## src/rtl/spad_sram_arbiter.sv

```systemverilog
// Scratchpad SRAM-port arbiter: exclusive multi-beat reservations, one SRAM port, tagged read routing.
// Optional macro SPAD_ARB_STARVE_GUARD_EN promotes requesters that have waited STARVE_LIMIT cycles.
module spad_sram_arbiter #(
  parameter int NUM_REQ      = 3,
  parameter int ADDR_W       = 12,
  parameter int DATA_W       = 128,
  parameter int RD_LAT       = 2,
  parameter int STARVE_LIMIT = 8
) (
  input  logic                      CLK,
  input  logic                      nRST,
  input  logic [NUM_REQ-1:0]        req_valid,
  input  logic [NUM_REQ-1:0]        req_write,
  input  logic [NUM_REQ-1:0]        req_last,
  input  logic [NUM_REQ*ADDR_W-1:0] req_addr,
  input  logic [NUM_REQ*DATA_W-1:0] req_wdata,
  output logic [NUM_REQ-1:0]        reserved,
  output logic                      sram_en,
  output logic                      sram_we,
  output logic [ADDR_W-1:0]         sram_addr,
  output logic [DATA_W-1:0]         sram_wdata,
  input  logic [DATA_W-1:0]         sram_rdata,
  output logic [NUM_REQ-1:0]        resp_valid,
  output logic [DATA_W-1:0]         resp_rdata
);

  localparam int IDX_W = (NUM_REQ > 1) ? $clog2(NUM_REQ) : 1;

  typedef enum logic {IDLE, LOCKED} state_t;

  state_t                          r_state, w_nextState;
  logic [NUM_REQ-1:0]              r_reserved;
  logic [IDX_W-1:0]                r_owner;
  logic [IDX_W-1:0]                w_winner;
  logic                            w_anyValid;
  logic                            w_grant;
  logic                            w_accept;
  logic                            w_release;
  logic                            r_sramEn;
  logic                            r_sramWe;
  logic [ADDR_W-1:0]               r_sramAddr;
  logic [DATA_W-1:0]               r_sramWdata;
  logic [IDX_W-1:0]                r_sramOwner;
  logic [RD_LAT:0]                 r_tagValid;
  logic [RD_LAT:0][IDX_W-1:0]      r_tagOwner;
  logic [NUM_REQ-1:0]              r_respValid;
  logic [DATA_W-1:0]               r_respRdata;

`ifdef SPAD_ARB_STARVE_GUARD_EN
  localparam int CNT_W = $clog2(STARVE_LIMIT + 1);
  logic [NUM_REQ-1:0][CNT_W-1:0]   r_waitCnt;
`endif

  assign w_accept  = (r_state == LOCKED) && req_valid[r_owner] && r_reserved[r_owner];
  assign w_release = w_accept && req_last[r_owner];

  // Descending scans so the lowest index wins; a starved requester overrides normal priority.
  always_comb begin
    w_winner   = '0;
    w_anyValid = 1'b0;
    for (int i = NUM_REQ - 1; i >= 0; i--) begin
      if (req_valid[i]) begin
        w_winner   = IDX_W'(i);
        w_anyValid = 1'b1;
      end
    end
`ifdef SPAD_ARB_STARVE_GUARD_EN
    for (int i = NUM_REQ - 1; i >= 0; i--) begin
      if (req_valid[i] && (r_waitCnt[i] == CNT_W'(STARVE_LIMIT))) begin
        w_winner = IDX_W'(i);
      end
    end
`endif
  end

  always_comb begin
    w_nextState = r_state;
    w_grant     = 1'b0;
    case (r_state)
      IDLE: begin
        if (w_anyValid) begin
          w_nextState = LOCKED;
          w_grant     = 1'b1;
        end
      end
      LOCKED: begin
        if (w_release) begin
          w_nextState = IDLE;
        end
      end
      default: w_nextState = IDLE;
    endcase
  end

  always_ff @(posedge CLK or negedge nRST) begin
    if (!nRST) begin
      r_state <= IDLE;
    end else begin
      r_state <= w_nextState;
    end
  end

  always_ff @(posedge CLK or negedge nRST) begin
    if (!nRST) begin
      r_reserved <= '0;
      r_owner    <= '0;
    end else if (w_grant) begin
      r_reserved <= NUM_REQ'(1) << w_winner;
      r_owner    <= w_winner;
    end else if (w_release) begin
      r_reserved <= '0;
    end
  end

  always_ff @(posedge CLK or negedge nRST) begin
    if (!nRST) begin
      r_sramEn    <= 1'b0;
      r_sramWe    <= 1'b0;
      r_sramAddr  <= '0;
      r_sramWdata <= '0;
      r_sramOwner <= '0;
    end else if (w_accept) begin
      r_sramEn    <= 1'b1;
      r_sramWe    <= req_write[r_owner];
      r_sramAddr  <= req_addr[r_owner*ADDR_W +: ADDR_W];
      r_sramWdata <= req_wdata[r_owner*DATA_W +: DATA_W];
      r_sramOwner <= r_owner;
    end else begin
      r_sramEn    <= 1'b0;
      r_sramWe    <= 1'b0;
    end
  end

  // The tag enters when the SRAM samples the strobe and leaves together with the read data.
  always_ff @(posedge CLK or negedge nRST) begin
    if (!nRST) begin
      r_tagValid  <= '0;
      r_tagOwner  <= '0;
      r_respValid <= '0;
      r_respRdata <= '0;
    end else begin
      r_tagValid <= {r_tagValid[RD_LAT-1:0], (r_sramEn && !r_sramWe)};
      r_tagOwner <= {r_tagOwner[RD_LAT-1:0], r_sramOwner};
      if (r_tagValid[RD_LAT]) begin
        r_respValid <= NUM_REQ'(1) << r_tagOwner[RD_LAT];
        r_respRdata <= sram_rdata;
      end else begin
        r_respValid <= '0;
      end
    end
  end

`ifdef SPAD_ARB_STARVE_GUARD_EN
  always_ff @(posedge CLK or negedge nRST) begin
    if (!nRST) begin
      r_waitCnt <= '0;
    end else begin
      for (int i = 0; i < NUM_REQ; i++) begin
        if (w_grant && (w_winner == IDX_W'(i))) begin
          r_waitCnt[i] <= '0;
        end else if (req_valid[i] && !r_reserved[i] && (r_waitCnt[i] != CNT_W'(STARVE_LIMIT))) begin
          r_waitCnt[i] <= r_waitCnt[i] + 1'b1;
        end
      end
    end
  end
`endif

  assign reserved   = r_reserved;
  assign sram_en    = r_sramEn;
  assign sram_we    = r_sramWe;
  assign sram_addr  = r_sramAddr;
  assign sram_wdata = r_sramWdata;
  assign resp_valid = r_respValid;
  assign resp_rdata = r_respRdata;

endmodule
```

## config.mk

```make
export PLATFORM = sky130hd
export DESIGN_NAME = spad_sram_arbiter
export DESIGN_NICKNAME = d
export VERILOG_FILES = /design/src/rtl/spad_sram_arbiter.sv
export SDC_FILE = /design/constraint.sdc
export NUM_CORES = 1
export LEC_CHECK = 0
export CAP_MARGIN = 20
export CELL_PAD_IN_SITES_DETAIL_PLACEMENT = 0
export CELL_PAD_IN_SITES_GLOBAL_PLACEMENT = 1
export CORE_AREA = 3 3 328 330
export DETAILED_ROUTE_END_ITERATION = 16
export DIE_AREA = 0 0 331 333
export PLACE_DENSITY_LB_ADDON = 0.1
export SLEW_MARGIN = 20
export SYNTH_ARGS = -nofsm -noshare
export SYNTH_HDL_FRONTEND = slang
export SYNTH_SLANG_ARGS = --single-unit
```

## constraint.sdc

```tcl
create_clock -name CLK -period 4.73 [get_ports CLK]
set_clock_uncertainty 0.1 [all_clocks]
set_input_delay 0.473 -clock CLK [delete_from_list [all_inputs] [get_ports CLK]]
set_output_delay 0.473 -clock CLK [all_outputs]
set_load 0.03 [all_outputs]
```

# After elaboration in Yosys (flattened, before gate mapping)
# Cells that the tools add are included.
[op_classes] mul=1 magnitude_cmp=1 shifts=4 muxes=23 n_bitwise=1 n_reduce_logical=6
[ops] operator="$shiftx 384x10->128" count=1
[ops] operator="$shiftx 36x7->12" count=1
[ops] operator="$mux 1" count=12
[ops] operator="$mux 3" count=3
[ops] operator="$bmux 1 s2" count=4
[ops] operator="$mux 2" count=3
[ops] operator="$shl 1x2->3 const A" count=2
[ops] operator="$logic_and 1x1->1" count=4
[ops] operator="$mul 2x2->4 const B" count=1
[ops] operator="$lt 2x3->1 const B" count=1
[ops] operator="$pmux 1 s2" count=1
[ops] operator="$reduce_bool 2->1" count=1
[ops] operator="$logic_not 1->1" count=1
[ops] operator="$not 1->1" count=1
[totals] ff_bits=290 input_bits=559 output_inout_bits=276 elab_cells=50

# Longest topological paths before layout
# Gate-level depths: netlist of run 1.
[logic_depth] depth_word=7 ltp_mapped=7

# Least setup slack after synthesis of run 1
# Ideal clock, no wire load.
[synth_path] path_kind="register to register" from="register r_reserved[2], in the netlist reserved[2]" to="register r_sramWdata[100], in the netlist sram_wdata[100]" setup_time_ns=0.077 arrival_time_ns=1.680 t_required_ns=4.553 slack_ns=2.872 stages_incl_launch_ff=7 period_less_slack_ns=1.858 path_cell_list="dfrtp_1 -> nand3b_1 -> a2111oi_4 -> buf_2 -> buf_2 -> nor2_1 -> a21oi_1"
[synth_via] elab_chain_len=3
[synth_lines] element="start: declaration" line="32" rtl="logic [NUM_REQ-1:0] r_reserved;"
[synth_lines] element="start signal: assignment" line="108" rtl="r_reserved <= NUM_REQ'(1) << w_winner;"
[synth_lines] element="$bmux 1 s2" line="54" rtl="assign w_accept = (r_state == LOCKED) && req_valid[r_owner] && r_reserved[r_owner];"
[synth_lines] element="$mux 1 (implied by the code)" line="54"
[synth_lines] element="$logic_and 1x1->1" line="54"
[synth_lines] element="end signal: assignment" line="126" rtl="r_sramWdata <= req_wdata[r_owner*DATA_W +: DATA_W];"
[synth_lines] element="end: declaration" line="42" rtl="logic [DATA_W-1:0] r_sramWdata;"
# No other way between the ends. The select of a mux whose other input is x is not followed.
# A chain may end at the register's enable or synchronous reset.

# Worst setup path after layout of run 1
[layout_path] from="register r_owner[0]" to="register r_reserved[1], in the netlist reserved[1]"
[layout_via] elab_chain_len=6 word_cells_on_any_way=10 classes_between="mux (6); reduce/logical (4)"
[layout_lines] element="start: declaration" line="33" rtl="logic [IDX_W-1:0] r_owner;"
[layout_lines] element="start signal: assignment" line="109" rtl="r_owner <= w_winner;"
[layout_lines] element="$bmux 1 s2" line="54"
[layout_lines] element="$mux 1 (implied by the code)" line="54"
[layout_lines] element="$logic_and 1x1->1 (2 in series)" line="54"
[layout_lines] element="$logic_and 1x1->1 (*)" line="55" rtl="assign w_release = w_accept && req_last[r_owner];"
[layout_lines] element="$reduce_bool 2->1 (no source line) (*)"
# Every way passes the cells marked *; elsewhere a longest branch is shown, timed or not. The select of a mux whose other input is x is not followed.

==> results of run 1 <==
[per-layer routing]
| metal | wire length (um) | part of all wire (%) | up-vias |
|---|---|---|---|
| met2 | 37300 | 55 | 476 |
| met4 | 1320 | 2.0 | 4 |
| met1 | 22000 | 33 | 5936 |
| met3 | 6690 | 9.9 | 66 |
| met5 | 21 | 0.031 | - |
| li1 | - | - | 5940 |
[per-stage QoR]
step | cells | setup slack [ns] | power, mW
after floorplan | 1252 | 2.87 | 10.5
after global placement | 3400 | 1.74 | 15.1
after detailed placement | 3400 | 1.71 | 15.1
after CTS | 3475 | 1.86 | 18.4
after global routing | 3479 | 1.68 | 19.2
final | 3479 | 1.99 | 17.9
[Yosys cell counts]
cell	number	share of area (%)
sky130_fd_sc_hd__dfrtp_1	290	55
sky130_fd_sc_hd__nor2_1	284	8.1
sky130_fd_sc_hd__a21oi_1	281	11
sky130_fd_sc_hd__mux2i_1	142	11
sky130_fd_sc_hd__mux2_2	128	11
sky130_fd_sc_hd__buf_2	49	1.9
sky130_fd_sc_hd__clkbuf_1	37	1.0
sky130_fd_sc_hd__buf_1	8	0.23
sky130_fd_sc_hd__nand2_1	6	0.17
sky130_fd_sc_hd__nor2b_1	4	0.19
sky130_fd_sc_hd__inv_1	3	0.085
sky130_fd_sc_hd__o21ai_0	3	0.11
sky130_fd_sc_hd__and3b_1	2	0.13
sky130_fd_sc_hd__a2111oi_4	1	0.21
sky130_fd_sc_hd__a211oi_1	1	0.057
sky130_fd_sc_hd__a21boi_0	1	0.057
sky130_fd_sc_hd__a2bb2oi_1	1	0.066
sky130_fd_sc_hd__and2_1	1	0.047
sky130_fd_sc_hd__nand2b_1	1	0.047
sky130_fd_sc_hd__nand3b_1	1	0.057
sky130_fd_sc_hd__nor3_1	1	0.038
sky130_fd_sc_hd__nor3b_1	1	0.057
sky130_fd_sc_hd__o22a_1	1	0.066
sky130_fd_sc_hd__o22ai_1	1	0.047
sky130_fd_sc_hd__o2bb2ai_1	1	0.066
sky130_fd_sc_hd__o32ai_1	1	0.066
sky130_fd_sc_hd__o41ai_1	1	0.066
sky130_fd_sc_hd__or2_2	1	0.047
[worst max-delay path by stage]
stage / endpoint / slack, ns
after CTS: reserved[1] / 1.86
after global placement: reserved[1] / 1.74
after global routing: reserved[1] / 1.68
after detailed placement: reserved[1] / 1.71
final: reserved[1] / 1.99
after floorplan: sram_wdata[100] / 2.87
[state kept, by name (all words and copies together), names as in the netlist]
signal       count
sram_addr       12
r_tagValid       3
reserved         3
resp_rdata     128
sram_we          1
r_state          1
sram_en          1
sram_wdata     128
r_sramOwner      2
resp_valid       3
r_owner          2
r_tagOwner       6
[report_power, final]
group          switching, mW  internal, mW  total, mW
combinational           5.91          4.23       10.1
clock                   1.22          1.86       3.08
sequential             0.830          3.80       4.63
total                   7.96          9.89       17.9
[area by class of cell]
type | count | area, sq um
Sequential cell | 290 | 7270
Multi-Input combinational cell | 865 | 5550
Antenna cell | 4 | 10.0
Fill cell | 11400 | 80700
Inverter | 3 | 11.3
Clock inverter | 6 | 65.1
Timing Repair Buffer | 852 | 8540
Tap cell | 1391 | 1740
Clock buffer | 68 | 1260
[cells by family after synthesis]
group / after synthesis
AO/OA/AOI/OAI: 293
buffers and inverters: 97
flip-flops: 290
multiplexers: 270
AND/OR/NAND/NOR: 302
[timing repair]
| item | in CTS | in global routing |
|---|---|---|
| buffers inserted | 0 | 0 |
| hold endpoints to repair | 82 | 0 |
| hold buffers | 1 | 0 |
| setup endpoints to repair | 0 | 0 |
==> PnR_summary.wiki, run 1 <==
{| class="wikitable"
! Metric !! Value
|-
| Die height || 333 um
|-
| Instance area after placement || 23100 sq um
|-
| P&R area growth vs syn || 84.8%
|-
| Root buffer cell || sky130_fd_sc_hd__clkbuf_16
|-
| Data arrival at the endpoint of the critical path || 3.08 ns
|-
| Total number of nets in the final design || 2612
|-
| Fin. Hold Viols || 0
|-
| Met1 track demand over resource in global routing || 11.1%
|-
| Final critical delay including setup and external delays || 2.74 ns
|-
| Share of the clock period used by the worst path || 57.9%
|-
| Starting density of the core || 12.6%
|-
| Share of cells above drive strength 1 || 10.2%
|-
| Setup repair after global routing missed its margin || no
|-
| Number of buffers added on ports || 834
|-
| Combinational family with the most area after synthesis || multiplexers
|-
| Number of cells on the critical path || 5
|-
| Type of destination of the critical path || register
|-
| Post-Synthesis Net Count || 1811
|-
| Path type of the worst min-delay path || register to register
|-
| Cell family with most CP delay || flip-flops
|-
| Master of the slowest instance on the critical path || sky130_fd_sc_hd__dfrtp_4
|-
| Congestion Overflow GR || 0
|-
| Antenna Nets Post-Route || 0
|-
| Most crowded layer after global routing || met2
|-
| Post-synthesis share of cell area spent on and, or, nand and nor gates || 8.84%
|-
| GPL Wtd Cong || 0.734
|-
| Area of the die || 110000 sq um
|-
| Cell area power density || 730 nW/um^2
|-
| Post-Syn Area per Cell || 10.6 sq um
|-
| GRT Total Usage || 11.7%
|-
| Max-slew violation total from the final report || 0
|-
| GR Util met3 || 4.94%
|-
| First-pass GRT wire length || 94.1 mm
|-
| # Max-Cap Violations || 0
|-
| Max Clk Rate || 365 MHz
|-
| Hold depth || 0
|-
| Clock slew at the register clock pins of the worst setup and hold paths || 0.06 ns
|-
| Most frequent cells in the layout || sky130_fd_sc_hd__clkdlybuf4s50_1, sky130_fd_sc_hd__dfrtp_1, sky130_fd_sc_hd__nor2_1
|-
| Number of buffers inserted during clock tree synthesis || 41
|-
| Ys Warns || 0
|-
| R2R Path End || reserved[1]
|-
| Status || finished, final reports clean
|-
| Top Ports || 835
|-
| DRC violations left || 0
|-
| Resized Gates After CTS || 0
|-
| Site row count || 119
|-
| Xor-xnor portion of the synthesized cell area || 0%
|-
| Multiplexer share of the synthesized area || 21.6%
|-
| Setup Crit Path Kind || register to register
|-
| Maximum net fanout on the critical path || 183
|-
| Clock tree from TritonCTS || built
|-
| Maximum clock insertion buffer count || 3
|-
| Share of the core filled with cells in the final layout || 23.3%
|-
| Die outline width || 331 um
|-
| Path depth of the worst reg2reg path || 5
|-
| GR met2 Demand/Resource || 22.9%
|-
| Avg Vias per Cell || 3.57
|-
| Delay of the slowest critical-path stage || 0.68 ns
|-
| Summed negative setup slack over all endpoints || 0 ns
|-
| List of cells traversed by the critical path || nand3b_1 -> a2111oi_4 -> buf_12 -> nor2b_1 -> o21ai_0
|-
| Post-Synth Adder-Cell Area || 0%
|-
| Routed Wire Length || 67.4 mm
|-
| # setup viols final || 0
|-
| Startpoint of the worst register-to-register path || r_owner[0]
|-
| Register-to-register path setup slack || 1.99 ns
|-
| Leakage power figure || 9.57 nW
|-
| Total vias in the final route || 12400
|-
| Area fraction in compound gates after synthesis || 11.4%
|-
| Starting DRT DRC Count || 346
|-
| Least-Margin Pin Slew || 0.893 ns
|-
| Initial antenna violation count || 8
|-
| Most common library cell in the layout ignoring fill and taps || sky130_fd_sc_hd__clkdlybuf4s50_1
|-
| Mean routed wirelength per cell || 19.4 um
|-
| Critical path buffer and inverter count || 1
|-
| Latest clock arrival within the worst-skew pair || 0.58 ns
|-
| Worst vdd rail ir drop || 0.488 mV
|-
| FF+latch count, synth || 290
|-
| Launching element type of the critical path || register
|-
| Clock net sink count || 290
|-
| Max H-tree Level || 2
|-
| Worst hold slack after final layout || 0.241 ns
|-
| Via count of the first global-routing pass || 13500
|-
| Worst setup path startpoint || r_owner[0]
|-
| Sequential fraction of the synthesis area || 54.9%
|-
| Hold Path Origin || r_tagValid[0]
|-
| Required time reported for the critical path endpoint || 5.07 ns
|-
| Core outline area || 105000 sq um
|-
| Post-synthesis instance total || 1252
|-
| Post-synth cell types || 28
|-
| Tightest slew margin relative to the limit || 40.5%
|-
| Placed wire-length estimate after detailed placement || 52.1 mm
|-
| Worst Hold Endpoint || r_tagValid[1]
|-
| Maximum number of pins on one net before global-route repair || 184
|-
| Post-route cell area || 24400 sq um
|-
| 1st-pass router iterations || 6
|-
| Summed instance area of the synthesized netlist || 13200 sq um
|}
Power figures use the tool's default switching activity.
==> inputs of run 2 (changes only) <==
- CORE_AREA: 3 3 328 330 -> 3 3 320 322
- DIE_AREA: 0 0 331 333 -> 0 0 323 325
- clock period: 4.73 -> 2.35 ns (I/O delays scaled with it)
==> PnR_summary.wiki, run 2 (same netlist as run 1, synthesis figures left out) <==
{| class="wikitable"
! Metric !! Value
|-
| Status || finished, final reports clean (unchanged)
|-
| Area of the multi-input gates || 5550 sq um (unchanged)
|-
| Top Ports || 835 (unchanged)
|-
| Cell area power density || 1480 nW/um^2 (was 730 nW/um^2)
|-
| Clock tree from TritonCTS || built (unchanged)
|-
| Launching element type of the critical path || register (unchanged)
|-
| Congestion Overflow GR || 0 (unchanged)
|-
| Required time reported for the critical path endpoint || 2.67 ns (was 5.07 ns)
|-
| Final critical delay including setup and external delays || 2.21 ns (was 2.74 ns)
|-
| Most frequent cells in the layout || sky130_fd_sc_hd__clkdlybuf4s50_1, sky130_fd_sc_hd__dfrtp_1, sky130_fd_sc_hd__nor2_1 (unchanged)
|-
| Total vias in the final route || 12500 (was 12400)
|-
| Maximum clock insertion buffer count || 3 (unchanged)
|-
| Tightest slew margin relative to the limit || 57.2% (was 40.5%)
|-
| Register Area || 7270 sq um (unchanged)
|-
| Startpoint of the worst register-to-register path || r_owner[0] (unchanged)
|-
| Site row count || 116 (was 119)
|-
| Maximum number of pins on one net before global-route repair || 79 (was 184)
|-
| Die height || 325 um (was 333 um)
|-
| Top layer used by detailed routing || met5 (unchanged)
|-
| Total number of nets in the final design || 2649 (was 2612)
|-
| Master of the slowest instance on the critical path || sky130_fd_sc_hd__a2111oi_4 (was sky130_fd_sc_hd__dfrtp_4)
|-
| Maximum net fanout on the critical path || 17 (was 183)
|-
| Worst vdd rail ir drop || 0.703 mV (was 0.488 mV)
|-
| GPL Wtd Cong || 0.732 (was 0.734)
|-
| Number of buffers inserted during clock tree synthesis || 42 (was 41)
|-
| Data arrival at the endpoint of the critical path || 2.52 ns (was 3.08 ns)
|-
| Placed wire-length estimate after detailed placement || 54.3 mm (was 52.1 mm)
|-
| Max H-tree Level || 2 (unchanged)
|-
| Path type of the worst min-delay path || input pin to async pin (was register to register)
|-
| Initial antenna violation count || 7 (was 8)
|-
| Latest clock arrival within the worst-skew pair || 0.55 ns (was 0.58 ns)
|-
| Via count of the first global-routing pass || 13700 (was 13500)
|-
| Share of the clock period used by the worst path || 94.0% (was 57.9%)
|-
| Power consumption || 36.8 mW (was 17.9 mW)
|-
| Clock net sink count || 290 (unchanged)
|-
| Least-Margin Pin Slew || 0.641 ns (was 0.893 ns)
|-
| Root buffer cell || sky130_fd_sc_hd__clkbuf_16 (unchanged)
|-
| GRT Total Usage || 12.4% (was 11.7%)
|-
| Routed Wire Length || 67.6 mm (was 67.4 mm)
|-
| # Max-Cap Violations || 0 (unchanged)
|-
| Resized Gates After CTS || 0 (unchanged)
|-
| # setup viols final || 0 (unchanged)
|-
| Most common library cell in the layout ignoring fill and taps || sky130_fd_sc_hd__clkdlybuf4s50_1 (unchanged)
|-
| Setup repair after global routing missed its margin || no (unchanged)
|-
| DRC violations left || 0 (unchanged)
|-
| Post-route cell area || 24800 sq um (was 24400 sq um)
|-
| Setup Crit Path Kind || register to register (unchanged)
|-
| Detailed-routing wirelength on met1 || 22.5 mm (was 22.0 mm)
|-
| Starting density of the core || 13.2% (was 12.6%)
|-
| Delay of the slowest critical-path stage || 0.57 ns (was 0.68 ns)
|-
| Max Clk Rate || 453 MHz (was 365 MHz)
|-
| Share of cells above drive strength 1 || 11.6% (was 10.2%)
|-
| Number of buffers added on ports || 834 (unchanged)
|-
| Count of fill cells added during filler insertion || 10700 (was 11400)
|-
| Starting DRT DRC Count || 450 (was 346)
|-
| Met2 routed wirelength || 37.2 mm (was 37.3 mm)
|-
| First-pass GRT wire length || 95.1 mm (was 94.1 mm)
|-
| Core outline area || 99900 sq um (was 105000 sq um)
|-
| Area of the die || 105000 sq um (was 110000 sq um)
|-
| Instance area after placement || 23400 sq um (was 23100 sq um)
|-
| Clock slew at the register clock pins of the worst setup and hold paths || 0.05 ns (was 0.06 ns)
|-
| Avg Vias per Cell || 3.67 (was 3.57)
|-
| Leakage power figure || 9.82 nW (was 9.57 nW)
|-
| Die outline width || 323 um (was 331 um)
|-
| Antenna Nets Post-Route || 0 (unchanged)
|-
| P&R area growth vs syn || 87.5% (was 84.8%)
|-
| Max-slew violation total from the final report || 0 (unchanged)
|-
| Fin. Hold Viols || 0 (unchanged)
|-
| Worst setup path startpoint || r_owner[0] (unchanged)
|-
| 1st-pass router iterations || 5 (was 6)
|-
| Metal3 WL || 6.35 mm (was 6.69 mm)
|-
| Type of destination of the critical path || register (unchanged)
|-
| List of cells traversed by the critical path || nand3b_1 -> a2111oi_4 -> buf_12 -> nor2b_1 -> o21ai_0 (unchanged)
|-
| Summed negative setup slack over all endpoints || 0 ns (unchanged)
|-
| Mean routed wirelength per cell || 19.8 um (was 19.4 um)
|}
run 2: cell types whose count changed in the layout (fill, tap and decap cells not counted), sizes merged:
cell,before,now
clkinvlp,1,0
inv,5,3
bufinv,1,2
clkinv,2,5
clkbuf,68,69
diode,4,1
buf,18,54
run 2: worst paths after layout:
| kind | depth (start not counted) | endpoint | slack [ns] |
|---|---|---|---|
| hold / removal | 2 | resp_rdata[54] | 0.16 |
| min in group CLK | 2 | resp_rdata[44] | 0.17 |
| max in group asynchronous | 3 | resp_rdata[75] | 1.18 |
| setup / recovery | 5 | reserved[1] | 0.14 |
| setup reg to reg | 5 | reserved[1] | 0.14 |
| hold reg to reg | 0 | r_tagValid[1] | 0.25 |
run 2: power by group:
part           internal [mW]  switching [mW]  leakage (nW)
clock                   3.88            2.41         0.669
sequential              7.66            1.46          3.35
combinational           9.10            12.3          5.81
run 2: critical path, delay by kind of cell (launching register included):
family / cells / cell delay (ns)
flops: 1 / 0.52
buf+inv: 1 / 0.23
compound gates: 2 / 0.70
simple gates: 2 / 0.52
run 2: timing repair:
item,in CTS,in global routing
hold buffers,1,0
buffers inserted,0,0
hold endpoints to repair,70,0
run 2: metal layers:
layer  global-route usage (%)  vias to the layer above
met5                        0                        -
met4                     3.00                       12
met3                     4.83                       74
met2                     24.4                      474
met1                     11.8                     5959
li1                         -                     6023
run 2: area by class of cell:
class / count / area share, %
inverters: 3 / 0.0454
clock buffers: 69 / 5.09
multi-input cells: 865 / 22.4
clock inverters: 7 / 0.449
repair buffers: 888 / 36.2
diodes: 1 / 0.0101
flip-flops and latches: 290 / 29.3
well taps: 1298 / 6.55
run 2: stage by stage:
step	hold slack [ns]	std cells	utilization, %	worst slack, ns
2_1_floorplan	-0.161	1252	-	0.492
3_3_place_gp	0.155	3343	23.5	0.0431
3_5_place_dp	0.155	3343	23.5	0.00939
4_1_cts	0.111	3420	24.8	0.108
5_1_grt	0.133	3420	24.8	0.00736
6_report	0.161	3421	24.8	0.141
==> inputs of run 3 (changes only) <==
- clock period: 2.35 -> 2.25 ns (I/O delays scaled with it)
==> PnR_summary.wiki, run 3 (same netlist as run 1, synthesis figures left out) <==
{| class="wikitable"
! Metric !! Value
|-
| Share of the clock period used by the worst path || 91.2% (was 94.0%)
|-
| Max-slew violation total from the final report || 0 (unchanged)
|-
| Max Clk Rate || 487 MHz (was 453 MHz)
|-
| Final setup slack of the worst path || 0.198 ns (was 0.141 ns)
|-
| Via count of the first global-routing pass || 13600 (was 13700)
|-
| Site row count || 116 (unchanged)
|-
| Path depth of the worst reg2reg path || 7 (was 5)
|-
| Mean routed wirelength per cell || 19.8 um (about the same)
|-
| Internal || 21.7 mW (was 20.6 mW)
|-
| Clock share of power || 17.2% (was 17.1%)
|-
| Max H-tree Level || 2 (unchanged)
|-
| GRT Total Usage || 12.5% (was 12.4%)
|-
| Total number of nets in the final design || 2649 (unchanged)
|-
| Status || finished, final reports clean (unchanged)
|-
| Switching pwr || 17.0 mW (was 16.2 mW)
|-
| Most frequent cells in the layout || sky130_fd_sc_hd__clkdlybuf4s50_1, sky130_fd_sc_hd__dfrtp_1, sky130_fd_sc_hd__nor2_1 (unchanged)
|-
| Fin. Hold Viols || 0 (unchanged)
|-
| First-pass GRT wire length || 95.6 mm (was 95.1 mm)
|-
| Setup repair after global routing missed its margin || yes (was no)
|-
| Resized Gates After CTS || 0 (unchanged)
|-
| Instance area after placement || 23500 sq um (was 23400 sq um)
|-
| Count of placed standard cells in the final layout, fillers left out || 3425 (was 3421)
|-
| Congestion Overflow GR || 0 (unchanged)
|-
| Placed wire-length estimate after detailed placement || 54.7 mm (was 54.3 mm)
|-
| Starting density of the core || 13.2% (unchanged)
|-
| Cell area power density || 1550 nW/um^2 (was 1480 nW/um^2)
|-
| Area of the multi-input gates || 5550 sq um (unchanged)
|-
| Type of destination of the critical path || register (unchanged)
|-
| Area of the die || 105000 sq um (unchanged)
|-
| Worst vdd rail ir drop || 0.530 mV (was 0.703 mV)
|-
| Maximum clock insertion buffer count || 3 (unchanged)
|-
| Summed negative setup slack over all endpoints || 0 ns (unchanged)
|-
| Starting DRT DRC Count || 415 (was 450)
|-
| # Max-Cap Violations || 0 (unchanged)
|-
| Tightest slew margin relative to the limit || 58.8% (was 57.2%)
|-
| Critical path buffer and inverter count || 3 (was 1)
|-
| Data arrival at the endpoint of the critical path || 2.43 ns (was 2.52 ns)
|-
| Antenna Nets Post-Route || 0 (unchanged)
|-
| Setup Crit Path Kind || register to register (unchanged)
|-
| Clock tree from TritonCTS || built (unchanged)
|-
| Cell family with most CP delay || buffers and inverters (was compound AO/OA/AOI/OAI gates)
|-
| P&R area growth vs syn || 88.1% (was 87.5%)
|-
| Maximum net fanout on the critical path || 37 (was 17)
|-
| Pre-CTS worst setup slack || -0.0171 ns (was 0.00939 ns)
|-
| DRC violations left || 0 (unchanged)
|-
| Startpoint of the worst register-to-register path || r_owner[0] (unchanged)
|-
| Die outline width || 323 um (unchanged)
|-
| Initial antenna violation count || 7 (unchanged)
|-
| Register-to-register path setup slack || 0.20 ns (was 0.14 ns)
|-
| Final critical delay including setup and external delays || 2.05 ns (was 2.21 ns)
|-
| Maximum number of pins on one net before global-route repair || 74 (was 79)
|-
| Post-route cell area || 24900 sq um (was 24800 sq um)
|-
| 1st-pass router iterations || 4 (was 5)
|-
| R2R Path End || sram_wdata[94] (was reserved[1])
|-
| Fraction of power consumed by combinational cells || 58.3% (was 58.1%)
|-
| Delay of the slowest critical-path stage || 0.46 ns (was 0.57 ns)
|-
| Number of buffers inserted during clock tree synthesis || 42 (unchanged)
|-
| Path type of the worst min-delay path || input pin to async pin (unchanged)
|-
| Launching element type of the critical path || register (unchanged)
|-
| Leakage power figure || 9.85 nW (was 9.82 nW)
|-
| Worst hold slack after final layout || 0.120 ns (was 0.161 ns)
|-
| Relative contribution of sequential cells to total power || 24.4% (was 24.8%)
|-
| Core outline area || 99900 sq um (unchanged)
|-
| Routed Wire Length || 67.9 mm (was 67.6 mm)
|-
| Die height || 325 um (unchanged)
|-
| Most frequent CP cell || sky130_fd_sc_hd__buf_12
|-
| Share of the core filled with cells in the final layout || 24.9% (was 24.8%)
|-
| Register Area || 7270 sq um (unchanged)
|-
| # setup viols final || 0 (unchanged)
|-
| Switching portion of total power || 43.8% (was 43.9%)
|-
| Master of the slowest instance on the critical path || sky130_fd_sc_hd__dfrtp_4 (was sky130_fd_sc_hd__a2111oi_4)
|-
| Clock slew at the register clock pins of the worst setup and hold paths || 0.05 ns (about the same)
|-
| Power consumption || 38.7 mW (was 36.8 mW)
|-
| Avg Vias per Cell || 3.66 (was 3.67)
|-
| Share of cells above drive strength 1 || 11.9% (was 11.6%)
|-
| Count of fill cells added during filler insertion || 10700 (about the same)
|-
| List of cells traversed by the critical path || buf_4 -> a21boi_0 -> a2111oi_4 -> buf_12 -> buf_12 -> nor2_1 -> a21oi_1 (was nand3b_1 -> a2111oi_4 -> buf_12 -> nor2b_1 -> o21ai_0)
|-
| # Post-CTS Setup Buffers || 0 (unchanged)
|-
| GPL Wtd Cong || 0.718 (was 0.732)
|-
| Latest clock arrival within the worst-skew pair || 0.55 ns (about the same)
|-
| Placed Cells incl. Taps || 3343 (unchanged)
|-
| Number of buffers added on ports || 834 (unchanged)
|-
| Required time reported for the critical path endpoint || 2.62 ns (was 2.67 ns)
|-
| Total vias in the final route || 12500 (about the same)
|-
| Most common library cell in the layout ignoring fill and taps || sky130_fd_sc_hd__clkdlybuf4s50_1 (unchanged)
|-
| Root buffer cell || sky130_fd_sc_hd__clkbuf_16 (unchanged)
|-
| Least-Margin Pin Slew || 0.601 ns (was 0.641 ns)
|-
| Top Ports || 835 (unchanged)
|-
| Clock net sink count || 290 (unchanged)
|}
[run 3: timing repair]
item | CTS | global route
hold buffers | 1 | 0
hold endpoints to repair | 185 | 0
setup endpoints to repair | 0 | 1
[run 3: area by class of cell]
type,instances,area share [%]
tap,1298,6.53
clock buffer,66,5.11
timing repair buffer,888,36.2
sequential,290,29.2
clock inverter,11,0.553
multi-input combinational,865,22.3
antenna,4,0.0402
inverter,3,0.0452
[run 3: how the worst max path moves through the flow]
stage	to	slack, ns	start	cells past startpoint
after detailed placement	sram_wdata[94]	-0.02	req_valid[2]	7
after global routing	sram_wdata[86]	-0.03	r_owner[0]	7
after global placement	sram_wdata[92]	0.03	req_valid[2]	7
after floorplan	sram_wdata[100]	0.39	reserved[2]	6
after CTS	reserved[1]	0.08	r_owner[0]	5
final	sram_wdata[94]	0.20	r_owner[0]	7
[run 3: per-layer routing]
metal	part of all wire, %	GRT usage, %	vias to the layer above
li1	-	-	6024
met1	33	11.9	5955
met2	56	24.7	480
met3	9.1	4.70	61
met4	1.9	3.03	4
met5	0.040	0	-
[run 3: power by group through the flow]
| stage | clock (mW) | sequential (mW) | combinational [mW] |
|---|---|---|---|
| global route | 7.27 | 9.86 | 24.3 |
| global placement | 0 | 9.52 | 23.1 |
| detailed placement | 0 | 9.57 | 23.2 |
| CTS | 7.05 | 9.53 | 23.2 |
| finish | 6.67 | 9.44 | 22.6 |
| floorplan | 0 | 14.3 | 7.79 |
